`config.mk`:
```
export PLATFORM = sky130hd
export DESIGN_NAME = vga_value_display_flat
export DESIGN_NICKNAME = d
export VERILOG_FILES = /design/src/rtl/vga_value_display_if.sv /design/src/rtl/vga_value_display.sv /design/src/flat_wrapper.sv
export SDC_FILE = /design/constraint.sdc
export NUM_CORES = 1
export LEC_CHECK = 0
export ABC_AREA = 1
export BUFFER_PORTS_ARGS = -buffer_cell sky130_fd_sc_hd__buf_2
export CORE_AREA = 5 5 233 235
export DETAILED_ROUTE_END_ITERATION = 16
export DIE_AREA = 0 0 238 240
export PLACE_DENSITY_LB_ADDON = 0.25
export SKIP_LAST_GASP = 1
export SLEW_MARGIN = 20
export SYNTH_ARGS = -nofsm -noshare
export SYNTH_HDL_FRONTEND = slang
export SYNTH_SLANG_ARGS = --single-unit
```
`constraint.sdc`:
```
create_clock -name clk -period 16.4 [get_ports clk]
set_input_delay 0.82 -clock clk [delete_from_list [all_inputs] [get_ports clk]]
set_output_delay 0.82 -clock clk [all_outputs]
set_load 0.01 [all_outputs]
```
`src/rtl/vga_value_display_if.sv`:
```
// Register write bus from data_mem into the value overlay.
interface vga_value_display_if #(
  parameter int CHANNELS    = 4,
  parameter int VALUE_WIDTH = 32
) ();
  localparam int AW = (CHANNELS > 1) ? $clog2(CHANNELS) : 1;

  logic                   wr_en;
  logic [AW-1:0]          wr_addr;
  logic [VALUE_WIDTH-1:0] wr_data;

  modport master (output wr_en, wr_addr, wr_data);
  modport slave  (input  wr_en, wr_addr, wr_data);
endinterface

```
`src/rtl/vga_value_display.sv`:
```
// Multi-channel VGA register overlay: binary/hex digit rows with change highlighting.
// Fixed 2-cycle pixel pipeline: sample -> glyph address -> colour.
module vga_value_display #(
  parameter int CHANNELS      = 4,
  parameter int VALUE_WIDTH   = 32,
  parameter int GROUP         = 4,
  parameter int GLYPH_W       = 16,
  parameter int GLYPH_H       = 32,
  parameter int ROW_PITCH     = 40,
  parameter int ORIGIN_X      = 64,
  parameter int ORIGIN_Y      = 64,
  parameter int COORD_WIDTH   = 12,
  parameter int BIT_DEPTH     = 12,
  parameter int HILITE_FRAMES = 30,
  parameter logic [BIT_DEPTH-1:0] BG_COLOR  = 12'h000,
  parameter logic [BIT_DEPTH-1:0] BOX_COLOR = 12'h222,
  parameter logic [BIT_DEPTH-1:0] FG_COLOR  = 12'hFFF,
  parameter logic [BIT_DEPTH-1:0] HL_COLOR  = 12'hF80
) (
  input  logic                         clk,
  input  logic                         rst,
  input  logic                         display_en,
  input  logic [COORD_WIDTH-1:0]       x,
  input  logic [COORD_WIDTH-1:0]       y,
  input  logic                         frame_start,
  input  logic                         mode,
  vga_value_display_if.slave           wr_bus,
  output logic [3:0]                   glyph_code,
  output logic [$clog2(GLYPH_H)-1:0]   glyph_row,
  output logic [$clog2(GLYPH_W)-1:0]   glyph_col,
  input  logic                         glyph_pixel,
  output logic [BIT_DEPTH-1:0]         vga_rgb
);
  localparam int AW        = (CHANNELS > 1) ? $clog2(CHANNELS) : 1;
  localparam int RW        = $clog2(GLYPH_H);
  localparam int CW        = $clog2(GLYPH_W);
  localparam int SLOTS_BIN = VALUE_WIDTH + VALUE_WIDTH / GROUP - 1;
  localparam int SLOTS_HEX = VALUE_WIDTH / 4;
  localparam logic [7:0] HOLD_INIT = 8'(HILITE_FRAMES);

  typedef logic [COORD_WIDTH-1:0] coord_t;

  logic [VALUE_WIDTH-1:0] value_q [CHANNELS];
  logic [VALUE_WIDTH-1:0] mask_q  [CHANNELS];
  logic [7:0]             hold_q  [CHANNELS];

  // A write carrying changed data always beats the frame decrement on that channel.
  always_ff @(posedge clk) begin
    if (rst) begin
      for (int i = 0; i < CHANNELS; i++) begin
        value_q[i] <= '0;
        mask_q[i]  <= '0;
        hold_q[i]  <= '0;
      end
    end else begin
      for (int i = 0; i < CHANNELS; i++) begin
        if (wr_bus.wr_en && wr_bus.wr_addr == AW'(i) && wr_bus.wr_data != value_q[i]) begin
          value_q[i] <= wr_bus.wr_data;
          mask_q[i]  <= value_q[i] ^ wr_bus.wr_data;
          hold_q[i]  <= HOLD_INIT;
        end else if (frame_start && hold_q[i] != 8'd0) begin
          hold_q[i] <= hold_q[i] - 8'd1;
          if (hold_q[i] == 8'd1) mask_q[i] <= '0;
        end
      end
    end
  end

  logic   s1_en, s1_mode;
  coord_t s1_x, s1_y;

  always_ff @(posedge clk) begin
    if (rst) begin
      s1_en   <= 1'b0;
      s1_mode <= 1'b0;
      s1_x    <= '0;
      s1_y    <= '0;
    end else begin
      s1_en   <= display_en;
      s1_mode <= mode;
      s1_x    <= x;
      s1_y    <= y;
    end
  end

  coord_t dx, dy, ch, slot, digit, row_full, bin_sh, hex_sh;
  logic [VALUE_WIDTH-1:0] cur_val, cur_mask;
  logic [7:0] cur_hold;
  logic       in_box, blank, tall, mask_hit;
  logic [3:0] code;

  always_comb begin
    dx       = s1_x - coord_t'(ORIGIN_X);
    dy       = s1_y - coord_t'(ORIGIN_Y);
    ch       = dy / coord_t'(ROW_PITCH);
    row_full = dy % coord_t'(ROW_PITCH);
    slot     = dx / coord_t'(GLYPH_W);
    in_box   = s1_en && s1_x >= coord_t'(ORIGIN_X) && s1_y >= coord_t'(ORIGIN_Y) &&
               ch < coord_t'(CHANNELS) &&
               slot < (s1_mode ? coord_t'(SLOTS_HEX) : coord_t'(SLOTS_BIN));
    blank    = !s1_mode && ((slot + coord_t'(1)) % coord_t'(GROUP + 1)) == '0;
    tall     = row_full >= coord_t'(GLYPH_H);
    digit    = s1_mode ? slot : slot - slot / coord_t'(GROUP + 1);
    cur_val  = '0;
    cur_mask = '0;
    cur_hold = '0;
    for (int i = 0; i < CHANNELS; i++) begin
      if (ch == coord_t'(i)) begin
        cur_val  = value_q[i];
        cur_mask = mask_q[i];
        cur_hold = hold_q[i];
      end
    end
    bin_sh   = coord_t'(VALUE_WIDTH - 1) - digit;
    hex_sh   = coord_t'(VALUE_WIDTH - 4) - (digit << 2);
    code     = s1_mode ? 4'(cur_val >> hex_sh) : {3'b000, 1'(cur_val >> bin_sh)};
    mask_hit = s1_mode ? (4'(cur_mask >> hex_sh) != 4'd0) : 1'(cur_mask >> bin_sh);
  end

  logic s2_en, s2_box, s2_fill, s2_hl;

  always_ff @(posedge clk) begin
    if (rst) begin
      glyph_code <= '0;
      glyph_row  <= '0;
      glyph_col  <= '0;
      s2_en      <= 1'b0;
      s2_box     <= 1'b0;
      s2_fill    <= 1'b0;
      s2_hl      <= 1'b0;
    end else begin
      glyph_code <= (in_box && !blank) ? code : 4'd0;
      glyph_row  <= in_box ? RW'(row_full) : '0;
      glyph_col  <= in_box ? CW'(dx % coord_t'(GLYPH_W)) : '0;
      s2_en      <= s1_en;
      s2_box     <= in_box;
      s2_fill    <= blank || tall;
      s2_hl      <= cur_hold != 8'd0 && mask_hit;
    end
  end

  always_ff @(posedge clk) begin
    if (rst)               vga_rgb <= '0;
    else if (!s2_en)       vga_rgb <= '0;
    else if (!s2_box)      vga_rgb <= BG_COLOR;
    else if (s2_fill)      vga_rgb <= BOX_COLOR;
    else if (glyph_pixel)  vga_rgb <= s2_hl ? HL_COLOR : FG_COLOR;
    else                   vga_rgb <= BOX_COLOR;
  end
endmodule

```
`src/flat_wrapper.sv`:
```
// flat-port wrapper written by rule: the top's interface ports become plain ports
module vga_value_display_flat 
#(
  parameter int CHANNELS      = 4,
  parameter int VALUE_WIDTH   = 32,
  parameter int GROUP         = 4,
  parameter int GLYPH_W       = 16,
  parameter int GLYPH_H       = 32,
  parameter int ROW_PITCH     = 40,
  parameter int ORIGIN_X      = 64,
  parameter int ORIGIN_Y      = 64,
  parameter int COORD_WIDTH   = 12,
  parameter int BIT_DEPTH     = 12,
  parameter int HILITE_FRAMES = 30,
  parameter logic [BIT_DEPTH-1:0] BG_COLOR  = 12'h000,
  parameter logic [BIT_DEPTH-1:0] BOX_COLOR = 12'h222,
  parameter logic [BIT_DEPTH-1:0] FG_COLOR  = 12'hFFF,
  parameter logic [BIT_DEPTH-1:0] HL_COLOR  = 12'hF80
)
  (clk, rst, display_en, x, y, frame_start, mode, glyph_code, glyph_row, glyph_col, glyph_pixel, vga_rgb, wr_bus_wr_en, wr_bus_wr_addr, wr_bus_wr_data);
  vga_value_display_if #(.CHANNELS(CHANNELS), .VALUE_WIDTH(VALUE_WIDTH)) wr_bus_i ();
  input  logic clk;
  input  logic rst;
  input  logic display_en;
  input  logic [COORD_WIDTH-1:0] x;
  input  logic [COORD_WIDTH-1:0] y;
  input  logic frame_start;
  input  logic mode;
  output logic [3:0] glyph_code;
  output logic [$clog2(GLYPH_H)-1:0] glyph_row;
  output logic [$clog2(GLYPH_W)-1:0] glyph_col;
  input  logic glyph_pixel;
  output logic [BIT_DEPTH-1:0] vga_rgb;
  input wire logic [$bits(wr_bus_i.wr_en)-1:0] wr_bus_wr_en;
  input wire logic [$bits(wr_bus_i.wr_addr)-1:0] wr_bus_wr_addr;
  input wire logic [$bits(wr_bus_i.wr_data)-1:0] wr_bus_wr_data;
  assign wr_bus_i.wr_en = wr_bus_wr_en;
  assign wr_bus_i.wr_addr = wr_bus_wr_addr;
  assign wr_bus_i.wr_data = wr_bus_wr_data;
  vga_value_display #(.CHANNELS(CHANNELS), .VALUE_WIDTH(VALUE_WIDTH), .GROUP(GROUP), .GLYPH_W(GLYPH_W), .GLYPH_H(GLYPH_H), .ROW_PITCH(ROW_PITCH), .ORIGIN_X(ORIGIN_X), .ORIGIN_Y(ORIGIN_Y), .COORD_WIDTH(COORD_WIDTH), .BIT_DEPTH(BIT_DEPTH), .HILITE_FRAMES(HILITE_FRAMES), .BG_COLOR(BG_COLOR), .BOX_COLOR(BOX_COLOR), .FG_COLOR(FG_COLOR), .HL_COLOR(HL_COLOR)) u_core (.clk(clk), .rst(rst), .display_en(display_en), .x(x), .y(y), .frame_start(frame_start), .mode(mode), .wr_bus(wr_bus_i), .glyph_code(glyph_code), .glyph_row(glyph_row), .glyph_col(glyph_col), .glyph_pixel(glyph_pixel), .vga_rgb(vga_rgb));
endmodule
```
==> flow_metrics.py <==
metrics = {
    "outcome": {
        "run_status": "finished clean",
    },
    "timing": {
        "fin_skew_ns": 0.0234,
        "fmaxAchievable_mhz": 118,
        "final_hold_viol_count": 0,
        "period_minus_slack_ns": 8.47,
        "tightest_slew_ns": 1.06,
        "finalSetupViolCount": 0,
        "maxSlewViolCount": 0,
        "rsz0062_at_grt": "no",
        "whs_ns": 0.412,
        "fin_tns_setup_ns": 0,
        "period_share_pct": 51.6,
        "slew_headroom_pct": 29.6,
    },
    "drt": {
        "vias": 17700,
        "vias_per_cell": 5.43,
        "firstDrtPassIters": 6,
        "drt-total-wl_um": 64700,
        "postRouteAntennaNets": 0,
        "drc": 0,
        "wl_per_cell_um": 19.9,
        "drtIter0Drc": 1671,
    },
    "power_and_ir_drop": {
        "cellPowerDensity_nw_per_um2": 143,
        "p_leak_nw": 10.3,
        "peakVddDrop_mv": 0.131,
        "finalPower_mw": 3.22,
    },
    "layout": {
        "multi_input_area_um2": 8760,
        "final_nets": 2645,
        "ff_latch_area_um2": 9590,
        "fillerInstances": 5152,
        "stdcell_count": 3254,
        "drive_gt1_share_pct": 9.63,
        "syn_to_final_growth_pct": 10.2,
    },
    "worst_setup_path": {
        "cp.depth": 53,
        "critPathMaxStageDelay_ns": 0.48,
        "arrival_ns": 8.97,
        "end_kind": "flop",
        "r2r_slack_ns": 7.93,
        "crit_buf_inv": 7,
        "critPathKind": "reg2reg",
        "slowest_stage": "dfxtp_1",
        "r2r-start": "u_core.s1_x[6]$_SDFF_PP0_",
        "cp_top_family": "simple AND/OR/NAND/NOR gates",
        "cp_common_cell": "nand2_1",
        "endpoint": "u_core.glyph_code[1]$_SDFF_PP0_",
        "reg2reg_to": "u_core.glyph_code[1]$_SDFF_PP0_",
        "critPathLaunchType": "flop",
        "timing.reg2reg.worst_path_depth": 53,
        "cp-startpoint": "u_core.s1_x[6]$_SDFF_PP0_",
        "required_ns": 16.90,
        "worstPathMaxFanout": 8,
    },
    "cts": {
        "cts_tree": "yes",
        "cts.clk_slew.worst_paths_ns": 0.06,
        "holdBufCountCts": 0,
        "clk_path_buf_depth": 3,
        "cts_made_buffers": 41,
        "clockRootBuffer": "clkbuf_16",
        "clock_latency_ns": 0.58,
        "post_cts_resized": 0,
        "cts.sinks": 335,
        "cts_setup_buffers": 0,
        "htreeDepth": 2,
    },
    "grt": {
        "top_usage_layer": "met2",
        "grt_pass1_wl_um": 99300,
        "grtUsageMet1_pct": 28.6,
        "met3_usage_pct": 4.01,
        "use_met2_pct": 37.0,
        "overflow": 0,
        "track_usage_pct": 22.1,
        "grt_pass1_vias": 17300,
        "grt_max_degree": 84,
        "antenna_found_initial": 0,
    },
    "yosys": {
        "synth.net_count": 2637,
        "ys_top_cells_by_area": "edfxtp_1, nand3_1, nor2_1",
        "synth_ff_type": "edfxtp_1",
        "synth_edf_count": 288,
        "syn_inst": 2532,
        "synth_top_area_share_pct": 42.3,
        "avgSynthCellArea_um2": 8.08,
        "synthArstFlopShare_pct": 0,
        "yosysWarnings": 0,
        "yosys.area.top_type": "edfxtp_1",
        "synth.distinct_cells": 53,
        "synth-seq-cells": 335,
        "seq_area_frac_synth_pct": 46.9,
        "netlist_area_um2": 20400,
    },
    "floorplan": {
        "initial_core_util_pct": 39.3,
        "io_pins": 90,
        "rows": 84,
        "die_x_um": 238,
        "die_h_um": 240,
        "die_area_um2": 57100,
        "core_area_um2": 52000,
    },
    "run": {
        "cap_viol_max_count": 0,
    },
    "placed_design": {
        "placed_cells": 3185,
        "place.gp.congestion": 0.881,
        "dp_hpwl_um": 41700,
        "io_buffers": 89,
    },
    "min_path": {
        "hold_path_class": "reg2reg",
    },
}
## synth_stat cells (all sizes together), types with 2 or more instances
library cell	count
a21boi	2
a21o	2
a21oi	22
and2	2
buf	62
clkbuf	86
clkinv	2
dfxtp	47
edfxtp	288
ha	39
inv	399
nand2	347
nand3	345
nand3b	24
nand4	132
nor2	431
nor3	14
nor4	12
o211ai	2
o21a	3
o21ai	88
o21bai	3
o31ai	9
or2	7
xnor2	22
xor2	132
## area by class of cell
cell class	instances	share of cell area (%)
timing repair buffer	113	2.78
antenna	2	0.0222
clock inverter	9	0.289
tap	688	3.82
inverter	401	6.69
multi-input combinational	1648	38.9
sequential	335	42.6
clock buffer	58	4.98
## cell families after synthesis
kind of cell               Yosys count  synth area share [%]
xor gates and xnor gates           154                  6.71
AOI/OAI and AO/OA                  138                  3.87
DFF                                335                  46.9
and+or+nand+nor                   1316                  29.4
buffers and inverters              549                  10.6
adders and majority gates           40                  2.48
## flip-flops by register name, summed over array words and instances (netlist names), 4 cells and up
signal             flops
u_core.glyph_code      4
u_core.hold_q         32
u_core.s1_y           12
u_core.value_q       128
u_core.s1_x           12
u_core.mask_q        128
u_core.glyph_col       4
u_core.glyph_row       5
u_core.vga_rgb         4
## through the flow
stage / instance area [um2] / setup WS, ns / util, %
finish: 22500 / 7.93 / 43.3
CTS: 22500 / 8.05 / 43.3
global route: 22500 / 7.04 / 43.3
floorplan: 20400 / 9.30 / -
detailed placement: 21300 / 8.13 / 41.0
global placement: 21300 / 8.39 / 41.0
## tightest hold or removal path: stages (launching register included)
cell and delay (ns):
dfxtp_1 0.29, inv_1 0.04, nor2_1 0.04
## placed cells by master (no fill, tap or decap), types with 24 or more instances in the layout
cell | netlist | layout
dfxtp_1 | 47 | 47
inv_2 | 24 | 25
nand4_1 | 132 | 132
nor2_1 | 427 | 427
clkbuf_16 | 0 | 42
inv_1 | 375 | 373
buf_2 | 30 | 89
xor2_1 | 130 | 130
ha_1 | 39 | 39
o21ai_0 | 63 | 59
nand3_1 | 336 | 336
nand2_2 | 20 | 24
edfxtp_1 | 288 | 288
nand3b_1 | 24 | 24
nand2_1 | 323 | 319
buf_4 | 15 | 24
## worst min path at each step
stage                                    from                              to  slack, ns  depth (start not counted)
floorplan           u_core.s1_x[0]$_SDFF_PP0_  u_core.glyph_col[0]$_SDFF_PP0_       0.39                          2
global placement    u_core.s1_x[3]$_SDFF_PP0_  u_core.glyph_col[3]$_SDFF_PP0_       0.40                          2
detailed placement  u_core.s1_x[2]$_SDFF_PP0_  u_core.glyph_col[2]$_SDFF_PP0_       0.41                          2
CTS                 u_core.s1_x[2]$_SDFF_PP0_  u_core.glyph_col[2]$_SDFF_PP0_       0.41                          2
global route        u_core.s1_x[1]$_SDFF_PP0_  u_core.glyph_col[1]$_SDFF_PP0_       0.43                          2
finish              u_core.s1_x[2]$_SDFF_PP0_  u_core.glyph_col[2]$_SDFF_PP0_       0.41                          2
## layer usage
layer	wire length, um	part of all wire (%)
met5	0	0
met2	30000	46
met4	2810	4.3
met1	26400	41
met3	5570	8.6
## power by group
group / switching, mW / leakage [nW] / internal (mW)
Combinational: 1.03 / 6.42 / 0.328
Sequential: 0.0340 / 3.32 / 0.989
Clock: 0.362 / 0.575 / 0.474
Note: power is estimated with default switching activity, not from simulation.
